`src/rtl/wb_arb_pkg.sv`:
```
// wb_arb_pkg: shared state encoding, grant codes and watchdog read data for the Wishbone arbiter
package wb_arb_pkg;
    typedef enum logic [1:0] {IDLE, GNT0, GNT1} state_t;
    localparam logic [1:0] GNT_M0 = 2'b01;
    localparam logic [1:0] GNT_M1 = 2'b10;
    localparam logic [31:0] TIMEOUT_RDATA = 32'hDEAD_BEEF;
endpackage

```
`src/rtl/wb_arb_timeout.sv`:
```
// wb_arb_timeout: bus watchdog counting unacknowledged strobe cycles and holding the sticky timeout flag
module wb_arb_timeout
    import wb_arb_pkg::*;
#(
    parameter int TIMEOUT_CYCLES = 255
) (
    input  logic clk,
    input  logic rst,
    input  logic stb,
    input  logic ack,
    input  logic rel,
    input  logic err_clr,
    output logic fire,
    output logic to_err
);
    localparam int CW = $clog2(TIMEOUT_CYCLES + 1);
    logic [CW-1:0] cnt;
    assign fire = stb && cnt == CW'(TIMEOUT_CYCLES);
    always_ff @(posedge clk) begin
        cnt <= (rst || ack || !stb || rel || fire) ? '0 : cnt + 1'b1;
        to_err <= rst ? 1'b0 : fire ? 1'b1 : err_clr ? 1'b0 : to_err;
    end
endmodule

```
`src/rtl/wb_bus_arbiter.sv`:
```
// wb_bus_arbiter: round-robin two-master Wishbone arbiter; define WB_ARB_TIMEOUT_EN to add the bus watchdog
module wb_bus_arbiter
    import wb_arb_pkg::*;
#(
    parameter int DW = 32,
    parameter int AW = 32,
    parameter int TIMEOUT_CYCLES = 255
) (
    input  logic          wb_clk,
    input  logic          wb_rst,
    input  logic [AW-1:0] m0_adr,
    input  logic [DW-1:0] m0_wdat,
    input  logic [3:0]    m0_sel,
    input  logic          m0_we,
    input  logic          m0_stb,
    input  logic          m0_cyc,
    output logic [DW-1:0] m0_rdat,
    output logic          m0_ack,
    input  logic [AW-1:0] m1_adr,
    input  logic [DW-1:0] m1_wdat,
    input  logic [3:0]    m1_sel,
    input  logic          m1_we,
    input  logic          m1_stb,
    input  logic          m1_cyc,
    output logic [DW-1:0] m1_rdat,
    output logic          m1_ack,
    output logic [AW-1:0] s_adr,
    output logic [DW-1:0] s_wdat,
    output logic [3:0]    s_sel,
    output logic          s_we,
    output logic          s_stb,
    output logic          s_cyc,
    input  logic [DW-1:0] s_rdat,
    input  logic          s_ack,
    output logic [1:0]    gnt,
    output logic          to_err,
    input  logic          err_clr
);
    state_t state;
    logic last, sel0, sel1, stb_raw, to_fire;
    assign sel0 = state == GNT0 && !wb_rst;
    assign sel1 = state == GNT1 && !wb_rst;
    assign s_adr = sel0 ? m0_adr : sel1 ? m1_adr : '0;
    assign s_wdat = sel0 ? m0_wdat : sel1 ? m1_wdat : '0;
    assign s_sel = sel0 ? m0_sel : sel1 ? m1_sel : '0;
    assign s_we = sel0 ? m0_we : sel1 & m1_we;
    assign s_cyc = sel0 ? m0_cyc : sel1 & m1_cyc;
    assign stb_raw = sel0 ? m0_stb : sel1 & m1_stb;
    assign s_stb = stb_raw & ~to_fire;
    assign m0_ack = sel0 & (s_ack | to_fire);
    assign m1_ack = sel1 & (s_ack | to_fire);
    assign m0_rdat = !sel0 ? '0 : to_fire ? DW'(TIMEOUT_RDATA) : s_rdat;
    assign m1_rdat = !sel1 ? '0 : to_fire ? DW'(TIMEOUT_RDATA) : s_rdat;
    always_ff @(posedge wb_clk) begin
        if (wb_rst) begin
            state <= IDLE;
            gnt <= '0;
            last <= 1'b1;
        end else if (state == IDLE ? m0_cyc && (!m1_cyc || last) : state == GNT1 && !m1_cyc && m0_cyc) begin
            state <= GNT0;
            gnt <= GNT_M0;
            last <= 1'b0;
        end else if (state == IDLE ? m1_cyc : state == GNT0 && !m0_cyc && m1_cyc) begin
            state <= GNT1;
            gnt <= GNT_M1;
            last <= 1'b1;
        end else if ((state == GNT0 && !m0_cyc) || (state == GNT1 && !m1_cyc)) begin
            state <= IDLE;
            gnt <= '0;
        end
    end
`ifdef WB_ARB_TIMEOUT_EN
    logic rel;
    assign rel = (state == GNT0 && !m0_cyc) || (state == GNT1 && !m1_cyc);
    wb_arb_timeout #(.TIMEOUT_CYCLES(TIMEOUT_CYCLES)) u_timeout (
        .clk(wb_clk),
        .rst(wb_rst),
        .stb(stb_raw),
        .ack(s_ack),
        .rel(rel),
        .err_clr(err_clr),
        .fire(to_fire),
        .to_err(to_err)
    );
`else
    logic unused_cfg;
    assign unused_cfg = err_clr ^ (TIMEOUT_CYCLES > 0);
    assign to_fire = 1'b0;
    assign to_err = 1'b0;
`endif
endmodule

```
`config.mk`:
```
export PLATFORM = sky130hd
export DESIGN_NAME = wb_bus_arbiter
export DESIGN_NICKNAME = d
export VERILOG_FILES = /design/src/rtl/wb_arb_pkg.sv /design/src/rtl/wb_arb_timeout.sv /design/src/rtl/wb_bus_arbiter.sv
export SDC_FILE = /design/constraint.sdc
export NUM_CORES = 1
export LEC_CHECK = 0
export CORE_AREA = 2 2 125 127
export DETAILED_ROUTE_END_ITERATION = 7
export DIE_AREA = 0 0 127 129
export PLACE_DENSITY = 0.5
export SETUP_SLACK_MARGIN = 0.15
export SLEW_MARGIN = 20
export SYNTH_ARGS = -nofsm -noshare
export SYNTH_HDL_FRONTEND = slang
export SYNTH_SLANG_ARGS = --single-unit
export TNS_END_PERCENT = 30
```
`constraint.sdc`:
```
create_clock -name wb_clk -period 3 [get_ports wb_clk]
set_clock_uncertainty 0.15 [all_clocks]
set_input_delay 0.45 -clock wb_clk [delete_from_list [all_inputs] [get_ports wb_clk]]
set_output_delay 0.45 -clock wb_clk [all_outputs]
set_load 0.02 [all_outputs]
```
# Word level (Yosys, flattened, before mapping)
# Index checks and enable logic that the tools add are counted.
# op_classes
eq_ne	2
mux	18
bitwise_logic	5
reduce_logical	17
# op_table
cell	n
$mux W32	6
$mux W1	8
$mux W4	2
$logic_and A1 B1 Y1	7
$and A1 B1 Y1	5
$mux W2	2
$reduce_bool A2 Y1	2
$logic_not A1 Y1	3
$reduce_bool A3 Y1	1
$eq A2 B1 Y1 const B	1
$eq A2 B2 Y1 const B	1
$logic_not A2 Y1	1
$logic_or A1 B1 Y1	2
$reduce_or A2 Y1	1
# totals
regBits	3
in_bits	178
output_inout_bits	140
wordCells	45

# Logic depth before layout (Yosys ltp)
# depth
ltp_word	6
depth_mapped	5

# Worst setup path after synthesis
# OpenSTA, ideal clock, no wires.
# synth_timing
path_kind	register to output
start	register state[1]
end	output s_adr[0]
t_arrival_ps	1371
required_ps	2400
slack_ps	1029
path_stages_with_launch	6
path_buffers	2
path_cell_list	dfxtp_1 nor2b_1 buf_2 buf_4 a22oi_1 nor2_1
# synth_between
elab_chain_cells	4
word_cells_on_any_way	6
classes_between	eq/ne (2); mux (2); reduce/logical (2)
# synth_lines
item	line	source
start, declared	wb_bus_arbiter.sv:39	state_t state;
start signal, assigned	wb_bus_arbiter.sv:56	state <= IDLE;
start signal, assigned	wb_bus_arbiter.sv:60	state <= GNT0;
start signal, assigned	wb_bus_arbiter.sv:64	state <= GNT1;
$eq A2 B2 Y1	wb_bus_arbiter.sv:42	assign sel1 = state == GNT1 && !wb_rst;
$logic_and A1 B1 Y1	wb_bus_arbiter.sv:42	
$mux W32	wb_bus_arbiter.sv:43	assign s_adr = sel0 ? m0_adr : sel1 ? m1_adr : '0;
$mux W32 (*)	wb_bus_arbiter.sv:43	
end, declared	wb_bus_arbiter.sv:27	output logic [AW-1:0] s_adr,
# Every way passes the cells marked *; elsewhere a longest branch is shown, timed or not.

# Worst setup path in the final report
# layout_timing
start	register state[0]
end	output s_adr[19]
# The elaborated chain is that of the path after synthesis.

==> metrics.cfg <==
[sta]
setup_tns_ps = 0
max_freq_ghz = 0.366
rsz0062_at_grt = false
setup_violations = 0
slew_viol_final = 0
post-route-min-period_ps = 2730
hold_violations = 0
fin_crit_sh = 0.911

[synth]
synth-seq-cells = 3
avgSynthCellArea_um2 = 5.44
synthTopCellsByArea = a22oi_1, nor2_1, nand2b_1
ys_warn_count = 0
ys_seq_area_frac = 0.0370
synth_fp_nets = 476
yosysTopAreaCell = a22oi_1
netlist.area_leader.share = 0.329
synth_area_um2 = 1620
syn_inst = 298
synth.distinct_cells = 16

[finish]
final_common_cell = clkdlybuf4s50_1
finalNetCount = 768
syn_to_final_growth_pct = 210
layout-drive-gt1-share = 0.0306
antenna_cells = 0
final_core_util = 0.335
final_cell_mix = clkdlybuf4s50_1, nor2_1, a22oi_1

[clock_tree]
h-tree-depth = 1
numCtsBuffers = 3
tritoncts = done
cts-root-buf = clkbuf_16
cts.path.max_buffers = 2
cts.sinks = 3
clk_latency_ps = 220
clk_pin_slew_ps = 30
holdBufCountCts = 0

[drt]
drc = 0
drtPass1Iterations = 6
route.vias.total = 3296
wire_per_inst_um = 14.0
drtIter0Drc = 105
detail-route-antenna-nets = 0
avgViaCountPerCell = 4.24
finalWirelength_um = 10900

[worst_setup_path]
crit_required_ps = 2400
regToRegEndpoint = last$_SDFFE_PP1P_
cp_max_fo = 71
reg2reg_setup_slack_ps = 1870
reg2reg_depth = 3
crit_type = reg2out
end_kind = output pin
critPathArrivalTime_ps = 2130
critPathLaunchType = flip-flop
r2r_start = state[1]$_SDFFE_PP0P_

[die]
die_y_um = 129
dieArea_um2 = 16400
row_count = 45
dieWidth_um = 127
start_util = 0.108
core_um2 = 15000
io_pins = 318

[grt]
grt_pass1_wl_um = 15600
grt_pass1_vias = 3122
grt_overflow = 0
grt_start_max_net_pins = 72
antenna_found_initial = 0
grtUsageTotal = 0.117

[pwr]
powerDensity_nw_per_um2 = 193
peakVddDrop_v = 0.000155
p_leak_uw = 0.00174
switching_share = 0.355
p_clk_frac = 0.218
combPwrFrac = 0.730
internal_power_uw = 624
net-switching-power_uw = 344
pwr-share-seq = 0.053

[placed_design]
dp_hpwl_um = 8960
gp_congestion = 0.835
io_buffers = 315

[min_path]
holdCritStartpoint = last$_SDFFE_PP1P_
holdPathStages = 1
min_to = last$_SDFFE_PP1P_
hold_class = reg2reg

[status]
status = finished, final reports clean

[flow_run]
cap_violations = 0

power by group through the flow:
stage               combinational, uW  sequential, uW  clock (uW)
CTS                               715            50.9         214
global placement                  707            50.8           0
global route                      754            52.0         221
finish                            707            51.1         211
floorplan                         292            50.9           0
detailed placement                711            51.1           0
metal layers:
layer / wire, um / track usage / vias up / share of wire
met2: 5610 / 0.231 / 204 / 0.52
met1: 4020 / 0.122 / 1483 / 0.37
met5: 0 / 0 / - / 0
met3: 1080 / 0.0366 / 14 / 0.099
met4: 141 / 0.0246 / 0 / 0.013
li1: - / - / 1595 / -
cell type report:
cell class,count,area [um^2]
Clock buffer,4,78.8
Fill cell,1613,9950
Multi-Input combinational cell,258,1370
Timing Repair Buffer,324,3280
Tap cell,188,235
Sequential cell,3,62.6
worst max path at each step:
stage                                startpoint  slack [ps]         end
after floorplan           state[1]$_SDFFE_PP0P_        1030    s_adr[0]
after global placement    state[1]$_SDFFE_PP0P_         360  s_wdat[27]
after global routing      state[0]$_SDFFE_PP0P_         170   s_adr[19]
after detailed placement  state[1]$_SDFFE_PP0P_         340  s_wdat[24]
after CTS                 state[1]$_SDFFE_PP0P_         190  s_wdat[24]
final                     state[0]$_SDFFE_PP0P_         270   s_adr[19]
critical path, cell delays in order, from the launching register on:
cell and delay [ps]:
dfxtp_2 430, nor2b_4 200, buf_12 260, a22oi_1 110, nor2_1 190, clkdlybuf4s50_1 640
sequential cells by signal (all words and copies together) (netlist names):
| name | flops |
|---|---|
| state | 2 |
| last | 1 |
cell families (layout without fill, tap and decap cells):
group,Yosys count,in the layout,synth area share
buf+inv,37,328,0.129
flops,3,3,0.0370
simple gates,181,181,0.485
compound gates,76,76,0.347
other cells,1,1,0.00231
what timing repair did:
item,4_1_cts,5_1_grt
gates resized for setup,2,1
endpoints found under the setup margin,22,22
buffers inserted,0,0
cells in the mapped netlist, drive strengths merged:
library cell and count:
a21oi 2, a22oi 71, buf 26, clkbuf 11, conb 1, dfxtp 3, nand2 2, nand2b 35
nand3b 1, nor2 137, nor2b 4, nor3 1, nor3b 1, o21ai 2, o32a 1
per-stage QoR:
| step | setup WS, ps | instances | hold WS [ps] | power (uW) | area (um^2) |
|---|---|---|---|---|---|
| 3_5_place_dp | 343 | 773 | 398 | 762 | 4940 |
| 5_1_grt | 172 | 777 | 419 | 1030 | 5020 |
| 2_1_floorplan | 1030 | 298 | 351 | 343 | 1620 |
| 4_1_cts | 191 | 777 | 405 | 980 | 5020 |
| 3_3_place_gp | 355 | 773 | 369 | 758 | 4940 |
| 6_report | 267 | 777 | 406 | 968 | 5020 |
Note: power is estimated with default switching activity, not from simulation.
